**config.mk**
```make
export PLATFORM = sky130hd
export DESIGN_NAME = mem_port_arbiter
export DESIGN_NICKNAME = d
export VERILOG_FILES = /design/src/rtl/mem_port_arbiter.sv
export SDC_FILE = /design/constraint.sdc
export NUM_CORES = 1
export LEC_CHECK = 0
export CORE_MARGIN = 3
export CORE_UTILIZATION = 32
export CTS_BUF_LIST = sky130_fd_sc_hd__clkbuf_16
export DETAILED_ROUTE_END_ITERATION = 8
export PLACE_DENSITY = 0.78
export SETUP_SLACK_MARGIN = 0.05
export SLEW_MARGIN = 20
export SYNTH_ARGS = -nofsm -noshare
export SYNTH_HDL_FRONTEND = slang
export SYNTH_SLANG_ARGS = --single-unit
```
**constraint.sdc**
```tcl
create_clock -name clk -period 1.65 [get_ports clk]
set_clock_uncertainty 0.1 [all_clocks]
set_input_delay 0.33 -clock clk [delete_from_list [all_inputs] [get_ports clk]]
set_output_delay 0.33 -clock clk [all_outputs]
set_load 0.02 [all_outputs]
```
**src/rtl/mem_port_arbiter.sv**
```systemverilog
// mem_port_arbiter: shares one memory req/gnt/rvalid port between NUM_PORTS
// requesters. Round-robin arbitration, one outstanding transaction, response
// routed back to the owning port. A watchdog turns a missing response into an
// error response after TIMEOUT_CYCLES cycles in WAIT (0 disables it).
//
// Ports:
//   clk, rst_n            clock, asynchronous active-low reset
//   port_req_i[k]         request from port k
//   port_addr_i[32k+:32]  address of port k
//   port_wdata_i[32k+:32] write data of port k
//   port_we_i[k]          write enable of port k
//   port_be_i[4k+:4]      byte enables of port k
//   port_gnt_o[k]         grant pulse to port k (combinational from mem_gnt_i)
//   port_rvalid_o[k]      response valid to port k (combinational)
//   port_rdata_o          shared response data, 0 when no rvalid bit is set
//   port_error_o          shared response error, 0 when no rvalid bit is set
//   mem_addr_o/wdata_o/we_o/be_o  latched request of the current owner
//   mem_req_o             memory request, high throughout ISSUE
//   mem_rdata_i/gnt_i/rvalid_i/error_i  memory side handshake and response
//   spurious_o            sticky: rvalid seen with no transaction outstanding
module mem_port_arbiter #(
    parameter int unsigned NUM_PORTS      = 2,
    parameter int unsigned TIMEOUT_CYCLES = 255
) (
    input  logic                      clk,
    input  logic                      rst_n,
    input  logic [NUM_PORTS-1:0]      port_req_i,
    input  logic [NUM_PORTS*32-1:0]   port_addr_i,
    input  logic [NUM_PORTS*32-1:0]   port_wdata_i,
    input  logic [NUM_PORTS-1:0]      port_we_i,
    input  logic [NUM_PORTS*4-1:0]    port_be_i,
    output logic [NUM_PORTS-1:0]      port_gnt_o,
    output logic [NUM_PORTS-1:0]      port_rvalid_o,
    output logic [31:0]               port_rdata_o,
    output logic                      port_error_o,
    output logic [31:0]               mem_addr_o,
    output logic [31:0]               mem_wdata_o,
    output logic                      mem_we_o,
    output logic [3:0]                mem_be_o,
    output logic                      mem_req_o,
    input  logic [31:0]               mem_rdata_i,
    input  logic                      mem_gnt_i,
    input  logic                      mem_rvalid_i,
    input  logic                      mem_error_i,
    output logic                      spurious_o
);

    localparam int unsigned PTR_W = (NUM_PORTS > 1) ? $clog2(NUM_PORTS) : 1;
    localparam int unsigned CNT_W = (TIMEOUT_CYCLES > 1) ? $clog2(TIMEOUT_CYCLES + 1) : 1;
    localparam logic [PTR_W-1:0] LAST_PORT  = PTR_W'(NUM_PORTS - 1);
    localparam logic [CNT_W-1:0] CNT_LIMIT  = CNT_W'(TIMEOUT_CYCLES);
    localparam logic [CNT_W-1:0] CNT_MAX    = '1;
    localparam bit               TIMEOUT_EN = (TIMEOUT_CYCLES != 0);

    typedef enum logic [1:0] {
        ST_IDLE  = 2'd0,
        ST_ISSUE = 2'd1,
        ST_WAIT  = 2'd2
    } state_e;

    state_e            state_q, state_d;
    logic [PTR_W-1:0]  ptr_q, ptr_d;
    logic [PTR_W-1:0]  owner_q, owner_d;
    logic [CNT_W-1:0]  cnt_q, cnt_d;
    logic [31:0]       addr_q, addr_d;
    logic [31:0]       wdata_q, wdata_d;
    logic              we_q, we_d;
    logic [3:0]        be_q, be_d;
    logic              spurious_q, spurious_d;

    logic              win_valid;
    logic [PTR_W-1:0]  win_idx;
    logic [31:0]       scan_idx;
    logic [PTR_W-1:0]  owner_next;

    // Round-robin search: first requester at ptr, ptr+1, ... modulo NUM_PORTS.
    always_comb begin
        win_valid = 1'b0;
        win_idx   = '0;
        scan_idx  = '0;
        for (int unsigned i = 0; i < NUM_PORTS; i++) begin
            scan_idx = 32'(ptr_q) + i;
            if (scan_idx >= NUM_PORTS) begin
                scan_idx = scan_idx - NUM_PORTS;
            end
            if (!win_valid && port_req_i[scan_idx[PTR_W-1:0]]) begin
                win_valid = 1'b1;
                win_idx   = scan_idx[PTR_W-1:0];
            end
        end
    end

    // Pointer after a completed transaction: the owner drops to lowest priority.
    assign owner_next = (owner_q == LAST_PORT) ? '0 : owner_q + PTR_W'(1);

    // Next-state, latch updates and combinational port-side outputs.
    always_comb begin
        state_d       = state_q;
        ptr_d         = ptr_q;
        owner_d       = owner_q;
        cnt_d         = cnt_q;
        addr_d        = addr_q;
        wdata_d       = wdata_q;
        we_d          = we_q;
        be_d          = be_q;
        spurious_d    = spurious_q;
        mem_req_o     = 1'b0;
        port_gnt_o    = '0;
        port_rvalid_o = '0;
        port_rdata_o  = '0;
        port_error_o  = 1'b0;

        // A response with nothing outstanding is dropped and flagged.
        if (mem_rvalid_i && (state_q != ST_WAIT)) begin
            spurious_d = 1'b1;
        end

        case (state_q)
            ST_IDLE: begin
                if (win_valid) begin
                    owner_d = win_idx;
                    for (int unsigned k = 0; k < NUM_PORTS; k++) begin
                        if (win_idx == PTR_W'(k)) begin
                            addr_d  = port_addr_i[k*32 +: 32];
                            wdata_d = port_wdata_i[k*32 +: 32];
                            we_d    = port_we_i[k];
                            be_d    = port_be_i[k*4 +: 4];
                        end
                    end
                    state_d = ST_ISSUE;
                end
            end

            ST_ISSUE: begin
                mem_req_o = 1'b1;
                if (mem_gnt_i) begin
                    port_gnt_o[owner_q] = 1'b1;
                    cnt_d   = '0;
                    state_d = ST_WAIT;
                end
            end

            ST_WAIT: begin
                if (cnt_q != CNT_MAX) begin
                    cnt_d = cnt_q + CNT_W'(1);
                end
                // A real response wins over a coincident timeout.
                if (mem_rvalid_i) begin
                    port_rvalid_o[owner_q] = 1'b1;
                    port_rdata_o  = mem_rdata_i;
                    port_error_o  = mem_error_i;
                    ptr_d         = owner_next;
                    state_d       = ST_IDLE;
                end else if (TIMEOUT_EN && (cnt_q == CNT_LIMIT)) begin
                    port_rvalid_o[owner_q] = 1'b1;
                    port_error_o  = 1'b1;
                    ptr_d         = owner_next;
                    state_d       = ST_IDLE;
                end
            end

            default: begin
                state_d = ST_IDLE;
            end
        endcase
    end

    // State and latched-request registers.
    always_ff @(posedge clk or negedge rst_n) begin
        if (!rst_n) begin
            state_q    <= ST_IDLE;
            ptr_q      <= '0;
            owner_q    <= '0;
            cnt_q      <= '0;
            addr_q     <= '0;
            wdata_q    <= '0;
            we_q       <= 1'b0;
            be_q       <= '0;
            spurious_q <= 1'b0;
        end else begin
            state_q    <= state_d;
            ptr_q      <= ptr_d;
            owner_q    <= owner_d;
            cnt_q      <= cnt_d;
            addr_q     <= addr_d;
            wdata_q    <= wdata_d;
            we_q       <= we_d;
            be_q       <= be_d;
            spurious_q <= spurious_d;
        end
    end

    assign mem_addr_o  = addr_q;
    assign mem_wdata_o = wdata_q;
    assign mem_we_o    = we_q;
    assign mem_be_o    = be_q;
    assign spurious_o  = spurious_q;

endmodule

```
==> results.md <==
- Failing checks: setup timing
- Max-capacitance violation count: 0
- Boundary pin count: 285
- HPWL Detailed: 10710 um
- Effective utilization at floorplan: 33.29%
- Maximum number of pins on one net before global-route repair: 83
- Signal arrival time at the worst endpoint: 1.54 ns
- Hold violation total from the final report: 0
- Path category of the worst min-delay check: flop to flop
- Number of buffers on the longest clock path: 2
- Netlist Area Pre-Place: 0.004065 sq mm
- Clock insertion delay at the later pin of the skew report: 0.33 ns
- Core area: 0.01221 sq mm
- CP max stage cell: dfrtp_1
- Routed wire per std cell: 20.33 um
- Static leakage: 4.037 nW
- NumNets Final: 940
- Critical-path cell list: ha_4 > nand3_4 > nor2_4 > o21ai_4 > nor2_2 > buf_6
- Number of violations reported at the end of detailed-routing iteration 0: 176
- Overall routing resource usage: 24.68%
- Routed vias: 4736
- Proportion of layout cells with a drive suffix above 1: 39.16%
- DRC errors left: 0
- Most common cell after layout, fill and taps aside: clkdlybuf4s50_1
- Synthesized netlist net count: 591
- Number of cells traversed by the worst register-to-register path: 7
- Wire length of the first global-routing pass: 27330 um
- Via count of the first global-routing pass: 5074
- Synthesis-stage register bit count: 82
- Utilization after layout: 76.33%
- Crit-path max cell delay: 0.40 ns
- Average footprint of a synthesized cell: 9.843 sq um
- Sum of negative setup slack: -12.42 ns
- Min cycle time layout: 1.967 ns
- Run status: finished, violations left
- Kind of start point of the critical path: flop
- WP data required: 1.22 ns
- Number of antenna violations at the first check in global routing: 0
- GPL Wtd Cong: 0.8110
- Total power per unit cell area: 1679 mW/mm^2
- Largest fanout on the critical path: 3
- Number of levels in the clock H-tree: 3
- Slew at the pin closest to its max-slew limit: 0.4561 ns
- Slack of the worst reg-to-reg path: -0.20 ns
- Total congestion overflow: 0
- Final clock period utilization by the worst path: 119.2%
- Worst path setup slack after routing: -0.3168 ns
- Overall routed net length: 18990 um
- Vert. Die Dim: 118.7 um
- Yosys warns: 0
- Fraction of the yosys area taken by sequential cells: 50.48%
- Synth-to-Final Area Change: 129.3%
- Achievable clock frequency: 508.4 MHz
- Pre-CTS setup slack: -0.6960 ns
- Drt via density: 5.071
- Nature of the critical path endpoint: output port
- CTS tree: done
- Die Outline Area: 0.01409 sq mm
- Synthesized netlist cell count: 413
- First drt pass iteration count: 4
- Min-Delay Path Depth: 1
- CTS Buf Count: 9
- Clock transition time at the flip-flop clock pins of the worst setup and hold paths: 0.06 ns
- Layout fillers: 786
- Class of the most critical setup path: flop to output port
- Most frequent cells in the layout: clkdlybuf4s50_1, dfrtp_1, dlygate4sd2_1
- Antenna diodes: 0
- Worst-case hold slack: 0.3758 ns
- Final slew viol count: 0
- IR drop worst, VDD: 0.8713 mV
- Total chip power: 15.65 mW
- Root buffer cell: clkbuf_16
- Setup repair after global routing missed its margin: true
- Row cnt: 40
- Number of setup violations in the final report: 81
- Max-Slew Margin vs Limit: 69.59%
- Total number of clock tree sinks: 82
- Die span in x: 118.7 um
- IO buf count: 284
- Count of distinct cell types in the synthesized netlist: 32
- ANT nets after route: 0
[through the flow]
stage               std cells  area, sq um
floorplan                 413         4101
global placement          871         7372
detailed placement        871         7372
CTS                       934         8721
global route              934         9321
finish                    934         9321
[synthesized netlist by cell type, drive strengths merged]
library cell,count,area [sq um]
and3,33,209.0
o31ai,1,7.510
a21o,2,15.01
ha,1,12.51
mux2,1,11.26
a41oi,1,8.760
nand2,5,18.77
dfrtp,82,2052
o22ai,1,6.260
a21oi,72,360.4
o32ai,1,8.760
nand2b,1,6.260
or3,1,6.260
clkbuf,12,48.80
inv,5,18.77
buf,19,111.4
and2b,2,16.27
mux2i,71,710.7
nand4,1,12.51
and2,1,6.260
nand3,5,25.02
or4,1,7.510
o21ai,6,41.29
nor2,81,304.0
nor3,7,40.04
[path summary, 6_finish.rpt]
| path | from | end |
|---|---|---|
| hold reg to reg | spurious_o$_DFFE_PN0P_ | spurious_o$_DFFE_PN0P_ |
| min in group asynchronous | rst_n | mem_wdata_o[10]$_DFFE_PN0P_ |
| max in group asynchronous | rst_n | mem_addr_o[22]$_DFFE_PN0P_ |
| setup / recovery | cnt_q[0]$_DFFE_PN0P_ | port_rvalid_o[0] |
| hold / removal | spurious_o$_DFFE_PN0P_ | spurious_o$_DFFE_PN0P_ |
| setup reg to reg | state_q[0]$_DFFE_PN0P_ | cnt_q[5]$_DFFE_PN0P_ |
[where the power goes]
group	total, mW	internal, mW	switching, mW
Combinational	10.1	5.07	5.04
Clock	1.79	0.988	0.806
Sequential	3.74	2.94	0.800
[timing repair]
item,in CTS,in global routing
setup endpoints to repair,128,118
cloned,23,3
pin swaps,14,9
setup buffers,24,7
hold endpoints to repair,82,0
resized for setup,378,174
hold buffers,1,0
[sequential cells by signal, indices dropped and copies added, names as in the netlist]
name	count
mem_addr_o	32
mem_wdata_o	32
cnt_q	8
mem_be_o	4
state_q	2
mem_we_o	1
owner_q	1
ptr_q	1
spurious_o	1
[cell families (layout without fill, tap and decap cells)]
family	count (synthesis)	after routing	share of synthesized area, %
AO/OA/AOI/OAI	84	84	11.02
adder cells (fa/ha/maj)	1	1	0.3077
buffers and inverters	36	389	4.402
flip-flops	82	82	50.48
multiplexers	72	72	17.76
AND/OR/NAND/NOR	138	138	16.04
[area by class of cell]
cell class	count	area, sq um	share of cell area, %
clock buffer	9	225.2	2.416
clock inverter	6	27.53	0.2953
inverter	5	18.77	0.2013
multi-input combinational	295	2676	28.71
sequential	82	2052	22.01
tap	168	210.2	2.255
timing repair buffer	369	4111	44.11
[critical path: cells and delay by family (launching register included)]
kind | cells | cell delay, ns
flip-flops | 1 | 0.40
AO/OA/AOI/OAI | 1 | 0.10
adder cells (fa/ha/maj) | 1 | 0.17
buffers and inverters | 1 | 0.13
AND/OR/NAND/NOR | 3 | 0.40
[metal layers]
layer  track usage, %  wire [um]  vias to the layer above
li1                 -          -                     2151
met4            8.617        465                        0
met1            28.07       7116                     2307
met3            7.656       1455                       38
met5                0          0                        -
met2            43.62       9955                      240
Power figures use the tool's default switching activity.
